--- src/rtl/frac_divider.sv ---
// Sequential radix-2 restoring divider producing dividend/divisor as an unsigned
// Q0.FRAC_WIDTH fraction, with a pass-through tag and saturation/zero flags.
module frac_divider #(
    parameter int IN_WIDTH   = 16,
    parameter int FRAC_WIDTH = 8,
    parameter int TAG_WIDTH  = 4,
    parameter int ROUND      = 0
) (
    input  logic                  clock,
    input  logic                  reset,
    input  logic                  in_valid,
    output logic                  in_ready,
    input  logic [IN_WIDTH-1:0]   in_dividend,
    input  logic [IN_WIDTH-1:0]   in_divisor,
    input  logic [TAG_WIDTH-1:0]  in_tag,
    output logic                  out_valid,
    input  logic                  out_ready,
    output logic [FRAC_WIDTH-1:0] out_quotient,
    output logic [TAG_WIDTH-1:0]  out_tag,
    output logic                  out_saturated,
    output logic                  out_div_by_zero
);

    // One extra quotient bit is developed when rounding so the half-LSB is known.
    localparam int QW = FRAC_WIDTH + ROUND;
    localparam int CW = $clog2(QW + 1);

    typedef enum logic [1:0] {IDLE, BUSY, DONE} state_t;

    state_t                state_q, state_d;
    logic [IN_WIDTH:0]     rem_q, rem_d;
    logic [IN_WIDTH-1:0]   divisor_q, divisor_d;
    logic [QW-1:0]         quot_q, quot_d;
    logic [CW-1:0]         cnt_q, cnt_d;
    logic [TAG_WIDTH-1:0]  tag_q, tag_d;
    logic [FRAC_WIDTH-1:0] res_q, res_d;
    logic                  sat_q, sat_d;
    logic                  dbz_q, dbz_d;

    logic [IN_WIDTH:0]     r2;
    logic                  qbit;
    logic [QW-1:0]         quot_next;

    // Returns {saturated, quotient}; round half up may carry out of the field.
    function automatic logic [FRAC_WIDTH:0] finish_quot(input logic [QW-1:0] q);
        logic [FRAC_WIDTH:0] sum;
        if (ROUND == 0) begin
            return {1'b0, FRAC_WIDTH'(q)};
        end
        sum = (FRAC_WIDTH+1)'(q >> 1) + (FRAC_WIDTH+1)'(q[0]);
        if (sum[FRAC_WIDTH]) begin
            return {1'b1, {FRAC_WIDTH{1'b1}}};
        end
        return sum;
    endfunction

    always_comb begin
        state_d   = state_q;
        rem_d     = rem_q;
        divisor_d = divisor_q;
        quot_d    = quot_q;
        cnt_d     = cnt_q;
        tag_d     = tag_q;
        res_d     = res_q;
        sat_d     = sat_q;
        dbz_d     = dbz_q;

        r2        = rem_q << 1;
        qbit      = (r2 >= {1'b0, divisor_q});
        quot_next = QW'({quot_q, qbit});

        case (state_q)
            IDLE: begin
                if (in_valid) begin
                    divisor_d = in_divisor;
                    tag_d     = in_tag;
                    if (in_divisor == '0) begin
                        state_d = DONE;
                        res_d   = '1;
                        sat_d   = 1'b1;
                        dbz_d   = 1'b1;
                    end else if (in_dividend >= in_divisor) begin
                        state_d = DONE;
                        res_d   = '1;
                        sat_d   = 1'b1;
                        dbz_d   = 1'b0;
                    end else begin
                        rem_d   = {1'b0, in_dividend};
                        quot_d  = '0;
                        cnt_d   = CW'(QW);
                        state_d = BUSY;
                    end
                end
            end
            BUSY: begin
                rem_d  = qbit ? (r2 - {1'b0, divisor_q}) : r2;
                quot_d = quot_next;
                cnt_d  = cnt_q - CW'(1);
                if (cnt_q == CW'(1)) begin
                    state_d        = DONE;
                    {sat_d, res_d} = finish_quot(quot_next);
                    dbz_d          = 1'b0;
                end
            end
            DONE: begin
                if (out_ready) begin
                    state_d = IDLE;
                end
            end
            default: state_d = IDLE;
        endcase
    end

    always_ff @(posedge clock or posedge reset) begin
        if (reset) begin
            state_q   <= IDLE;
            rem_q     <= '0;
            divisor_q <= '0;
            quot_q    <= '0;
            cnt_q     <= '0;
            tag_q     <= '0;
            res_q     <= '0;
            sat_q     <= 1'b0;
            dbz_q     <= 1'b0;
        end else begin
            state_q   <= state_d;
            rem_q     <= rem_d;
            divisor_q <= divisor_d;
            quot_q    <= quot_d;
            cnt_q     <= cnt_d;
            tag_q     <= tag_d;
            res_q     <= res_d;
            sat_q     <= sat_d;
            dbz_q     <= dbz_d;
        end
    end

    assign in_ready        = (state_q == IDLE);
    assign out_valid       = (state_q == DONE);
    assign out_quotient    = res_q;
    assign out_tag         = tag_q;
    assign out_saturated   = sat_q;
    assign out_div_by_zero = dbz_q;

endmodule
--- config.mk ---
export PLATFORM = sky130hd
export DESIGN_NAME = frac_divider
export DESIGN_NICKNAME = d
export VERILOG_FILES = /design/src/rtl/frac_divider.sv
export SDC_FILE = /design/constraint.sdc
export NUM_CORES = 1
export LEC_CHECK = 0
export BUFFER_PORTS_ARGS = -buffer_cell sky130_fd_sc_hd__buf_2
export CAP_MARGIN = 10
export CORE_MARGIN = 5
export CORE_UTILIZATION = 58
export DETAILED_ROUTE_END_ITERATION = 8
export GPL_ROUTABILITY_DRIVEN = 1
export GPL_TIMING_DRIVEN = 0
export PLACE_DENSITY = 0.8
export SLEW_MARGIN = 10
export SYNTH_ARGS = -nofsm -noshare
export SYNTH_HDL_FRONTEND = slang
export SYNTH_SLANG_ARGS = --single-unit
--- constraint.sdc ---
create_clock -name clock -period 3.1 [get_ports clock]
set_input_delay 0.775 -clock clock [delete_from_list [all_inputs] [get_ports clock]]
set_output_delay 0.775 -clock clock [all_outputs]
set_load 0.005 [all_outputs]
==> report_table.html <==
<table>
<tr><th>Metric</th><th>Value</th></tr>
<tr><th colspan="2">Floorplan</th></tr>
<tr><td>Die Span Y</td><td>93.5 um</td></tr>
<tr><td>Boundary Pins</td><td>between 50 and 60</td></tr>
<tr><td>Starting density of the core</td><td>59.6%</td></tr>
<tr><td>Core area</td><td>6790 um^2</td></tr>
<tr><td>Die extent in x</td><td>93.5 um</td></tr>
<tr><td>Std-Cell Rows</td><td>30</td></tr>
<tr><td>Total Die Area</td><td>8750 um^2</td></tr>
<tr><th colspan="2">Min path</th></tr>
<tr><td>Capture endpoint of the worst hold path</td><td>out_div_by_zero</td></tr>
<tr><td>HP Class</td><td>reg -&gt; reg</td></tr>
<tr><td>Worst hold start</td><td>out_div_by_zero</td></tr>
<tr><td>Hold depth</td><td>2</td></tr>
<tr><th colspan="2">Logic synthesis</th></tr>
<tr><td>Distinct cells, synth</td><td>67</td></tr>
<tr><td>Yosys top cell by area</td><td>sky130_fd_sc_hd__dfrtp_1</td></tr>
<tr><td>Avg Synthesized Cell Area</td><td>9.28 um^2</td></tr>
<tr><td>Count of state elements after synthesis</td><td>59</td></tr>
<tr><td>Count of mapped cells out of synthesis</td><td>between 400 and 500</td></tr>
<tr><td>Seq/Total Area, Yosys</td><td>between 30% and 40%</td></tr>
<tr><td>Portion of synthesized cell area occupied by the leading cell type</td><td>a little over a third</td></tr>
<tr><td>Most used flip-flop cell after synthesis</td><td>sky130_fd_sc_hd__dfrtp_1</td></tr>
<tr><td>Most frequent cell after synthesis</td><td>sky130_fd_sc_hd__dfrtp_1</td></tr>
<tr><td>Async SR Flop Fraction</td><td>100%</td></tr>
<tr><td>Post-synth EDFFs</td><td>0</td></tr>
<tr><td>Post-synth top cells</td><td>59 x sky130_fd_sc_hd__dfrtp_1, 49 x sky130_fd_sc_hd__inv_1, 45 x sky130_fd_sc_hd__nand2_1</td></tr>
<tr><td>Main area contributors after synthesis</td><td>sky130_fd_sc_hd__dfrtp_1 36%, sky130_fd_sc_hd__ha_1 11%, sky130_fd_sc_hd__mux2i_1 5.7%</td></tr>
<tr><td>Yosys warns</td><td>0</td></tr>
<tr><td>Cell Area, Synth</td><td>4050 um^2</td></tr>
<tr><td>Post-synthesis net count</td><td>511</td></tr>
<tr><th colspan="2">Power</th></tr>
<tr><td>Leakage dissipation</td><td>2.17 nW</td></tr>
<tr><td>Largest voltage drop on the vdd net</td><td>0.575 mV</td></tr>
<tr><td>Cell area power density</td><td>1230 nW/um^2</td></tr>
<tr><th colspan="2">CTS</th></tr>
<tr><td>Clk Tree Root Cell</td><td>sky130_fd_sc_hd__clkbuf_8</td></tr>
<tr><td># Post-CTS Setup Buffers</td><td>0</td></tr>
<tr><td>Post-cts repair resize count</td><td>0</td></tr>
<tr><td>H-tree lvl count</td><td>3</td></tr>
<tr><td>TritonCTS sink count</td><td>59</td></tr>
<tr><td>Max Root-Sink Buffers</td><td>2</td></tr>
<tr><td>Reg clk slew, reported paths</td><td>80 ps</td></tr>
<tr><td>Number of CTS-inserted buffers</td><td>9</td></tr>
<tr><td>Clock latency at the later pin of the worst-skew pair</td><td>360 ps</td></tr>
<tr><td>CTS tree</td><td>yes</td></tr>
<tr><td>CTS hold repair buffers</td><td>0</td></tr>
<tr><th colspan="2">Run status</th></tr>
<tr><td>Outcome</td><td>complete, no violations</td></tr>
<tr><th colspan="2">Critical path</th></tr>
<tr><td>Crit path required time</td><td>about 3300 ps</td></tr>
<tr><td>Buffers plus inverters on the worst setup path</td><td>3</td></tr>
<tr><td>Critical path arrival</td><td>3070 ps</td></tr>
<tr><td>Worst r2r dst</td><td>rem_q[14]</td></tr>
<tr><td>Kind of capture point of the worst setup path</td><td>flop</td></tr>
<tr><td>R2R Path Start</td><td>rem_q[0]</td></tr>
<tr><td>Cells along the critical path</td><td>buf_2 -&gt; inv_1 -&gt; ha_1 -&gt; nand2b_1 -&gt; a2111oi_1 -&gt; o311a_1 -&gt; o2111a_1 -&gt; buf_6 -&gt; mux2_4 -&gt; nand2_1 -&gt; o21ai_1</td></tr>
<tr><td>Type of the worst setup path</td><td>in -&gt; reg</td></tr>
<tr><td>Reg2reg path depth</td><td>9</td></tr>
<tr><td>Max stage delay on crit path</td><td>620 ps</td></tr>
<tr><td>Dominant delay contributor by cell family on the critical path</td><td>compound AO/OA/AOI/OAI gates</td></tr>
<tr><td>Cell with the largest stage delay on the worst path</td><td>sky130_fd_sc_hd__a2111oi_1</td></tr>
<tr><td>Kind of launch point of the worst setup path</td><td>input port</td></tr>
<tr><td>Worst reg2reg setup slack</td><td>390 ps</td></tr>
<tr><td>Critical Path Fanout Max</td><td>10</td></tr>
<tr><th colspan="2">Global route</th></tr>
<tr><td>Gr ovfl total</td><td>0</td></tr>
<tr><td>Gr usage total</td><td>24.3%</td></tr>
<tr><td>Largest net degree at the start of global routing</td><td>60</td></tr>
<tr><td>Initial antenna violation count</td><td>0</td></tr>
<tr><td>Via count of the first global-routing pass</td><td>3456</td></tr>
<tr><td>Global-route wire length before repair</td><td>16.5 mm</td></tr>
<tr><th colspan="2">Timing</th></tr>
<tr><td>RSZ-0062 raised after global routing</td><td>no</td></tr>
<tr><td>Post-Route Skew</td><td>8.50 ps</td></tr>
<tr><td>Fmax</td><td>~350 MHz</td></tr>
<tr><td>Actual transition at the worst max-transition pin</td><td>between 700 and 800 ps</td></tr>
<tr><td>Final Cycle Share</td><td>92.2%</td></tr>
<tr><td>Final Hold Vio Count</td><td>0</td></tr>
<tr><td>Final setup fails</td><td>0</td></tr>
<tr><td>Least setup slack across all paths after layout</td><td>243 ps</td></tr>
<tr><td>Shortest period the worst path allows</td><td>2860 ps</td></tr>
<tr><td>Summed negative setup slack over all endpoints</td><td>0 ps</td></tr>
<tr><td>Max-slew headroom at the worst pin</td><td>between 50% and 60%</td></tr>
<tr><td>Final-report max-slew violation count</td><td>0</td></tr>
<tr><th colspan="2">Final layout</th></tr>
<tr><td>Number of filler cells placed in the layout</td><td>565</td></tr>
<tr><td>Final std cell area, no fill</td><td>4630 um^2</td></tr>
<tr><td>Ratio of cells with drive above 1 in the final layout</td><td>21.5%</td></tr>
<tr><td>Area growth, synth to finish</td><td>14.4%</td></tr>
<tr><td>Area used by sequential logic in the layout</td><td>between 1000 and 1500 um^2</td></tr>
<tr><td>Area of the multi-input gates</td><td>2290 um^2</td></tr>
<tr><td>Fin nets</td><td>577</td></tr>
<tr><td>Number of antenna repair diodes</td><td>0</td></tr>
<tr><th colspan="2">Placed design</th></tr>
<tr><td>Pre-CTS worst setup slack</td><td>-110 ps</td></tr>
<tr><td>I/O Buffers</td><td>between 50 and 60</td></tr>
<tr><td>Detailed-placement wirelength estimate</td><td>roughly 7.6 mm</td></tr>
<tr><td>Placed cell areas</td><td>about 4400 um^2</td></tr>
<tr><td>Last weighted congestion value of the routability-driven placer</td><td>around 0.84</td></tr>
<tr><th colspan="2">Drt</th></tr>
<tr><td>Number of routed nets with antenna violations</td><td>0</td></tr>
<tr><td>Violation count after the first detailed-routing iteration</td><td>152</td></tr>
<tr><td>DRC viols</td><td>0</td></tr>
<tr><td>Number of optimization iterations in the first detailed-route pass</td><td>4</td></tr>
<tr><td>Routed vias/inst</td><td>5.77</td></tr>
<tr><td>Vias post-DR</td><td>roughly 3.5k</td></tr>
<tr><td>Final routed wirelength across all metal layers</td><td>between 10 and 15 mm</td></tr>
<tr><td>Wirelength per Cell</td><td>16.8 um</td></tr>
<tr><th colspan="2">Job</th></tr>
<tr><td>Reported max-cap violation count</td><td>0</td></tr>
</table>
[routing by layer]
| layer | GRT usage, % | up-vias | share of wire (%) |
|---|---|---|---|
| met5 | 0 | - | 0 |
| met4 | 7.82 | 0 | 1.7 |
| met3 | 5.31 | 17 | 7.2 |
| met2 | 41.0 | 138 | 49 |
| met1 | 30.9 | 1663 | 43 |
| li1 | - | 1660 | - |
[worst reg2reg max path: stages, from the launching register on]
cell,delay (ps)
sky130_fd_sc_hd__dfrtp_1,420
sky130_fd_sc_hd__inv_1,80
sky130_fd_sc_hd__fa_1,430
sky130_fd_sc_hd__nor2b_1,210
sky130_fd_sc_hd__o21ai_0,130
sky130_fd_sc_hd__a21oi_1,350
sky130_fd_sc_hd__a31o_1,250
sky130_fd_sc_hd__mux2_2,340
sky130_fd_sc_hd__a31o_2,210
sky130_fd_sc_hd__a22oi_1,180
[cells by family after synthesis]
family | Yosys count | share of synthesized area, %
buffers and inverters | 66 | 7.05
xor gates and xnor gates | 10 | 2.16
DFF | 59 | 36.5
AOI/OAI and AO/OA | 110 | 19.6
muxes | 32 | 8.56
adders and majority gates | 35 | 11.0
and+or+nand+nor | 124 | 15.2
[state kept, by name (all words and copies together) (netlist names)]
name / cells
divisor_q: 16
rem_q: 16
out_quotient: 8
quot_q: 7
cnt_q: 4
out_tag: 4
state_q: 2
out_div_by_zero: 1
out_saturated: 1
[layout by cell type, fill, tap and decap left out, types with 8 or more instances in the layout]
cell and count:
sky130_fd_sc_hd__dfrtp_1 59, sky130_fd_sc_hd__buf_2 58, sky130_fd_sc_hd__inv_1 48, sky130_fd_sc_hd__nand2_1 45, sky130_fd_sc_hd__o21ai_0 35, sky130_fd_sc_hd__ha_1 34
sky130_fd_sc_hd__nor2_1 27, sky130_fd_sc_hd__mux2i_1 23, sky130_fd_sc_hd__a21oi_1 21, sky130_fd_sc_hd__a21o_1 10, sky130_fd_sc_hd__clkbuf_8 9, sky130_fd_sc_hd__nor3_1 8
sky130_fd_sc_hd__nor2b_1 8, sky130_fd_sc_hd__xnor2_1 8
[report_power, final]
group	internal, mW	switching (mW)
combinational	1.58	2.06
sequential	1.16	0.238
clock	0.303	0.381
total	3.04	2.67
[per-stage QoR]
step / hold WS (ps) / total power, mW / utilization [%] / instances
after global routing: 532 / 6.17 / 68.1 / 603
after CTS: 507 / 5.71 / 68.1 / 603
after global placement: 484 / 4.84 / 65.4 / 587
final: 503 / 5.72 / 68.1 / 603
after floorplan: 472 / 4.16 / - / 436
after detailed placement: 491 / 4.98 / 65.4 / 587
[layout make-up]
class                           instances  share of cell area [%]
Multi-Input combinational cell        311                    49.4
Sequential cell                        59                    31.9
Timing Repair Buffer                   55                    5.95
Inverter                               49                    4.03
Clock buffer                            9                    2.68
Tap cell                               96                    2.59
Buffer                                 17                    2.19
Clock inverter                          7                    1.30
[worst max-delay path by stage]
stage,from,endpoint,slack [ps],depth (start not counted)
finish,in_dividend[0],rem_q[4],240,11
global route,in_dividend[0],rem_q[12],140,11
CTS,in_dividend[0],rem_q[4],240,11
detailed placement,in_dividend[0],rem_q[4],-110,11
global placement,in_dividend[0],rem_q[4],-80,11
floorplan,in_divisor[7],out_quotient[0],350,9
(Power assumes the default switching activity.)
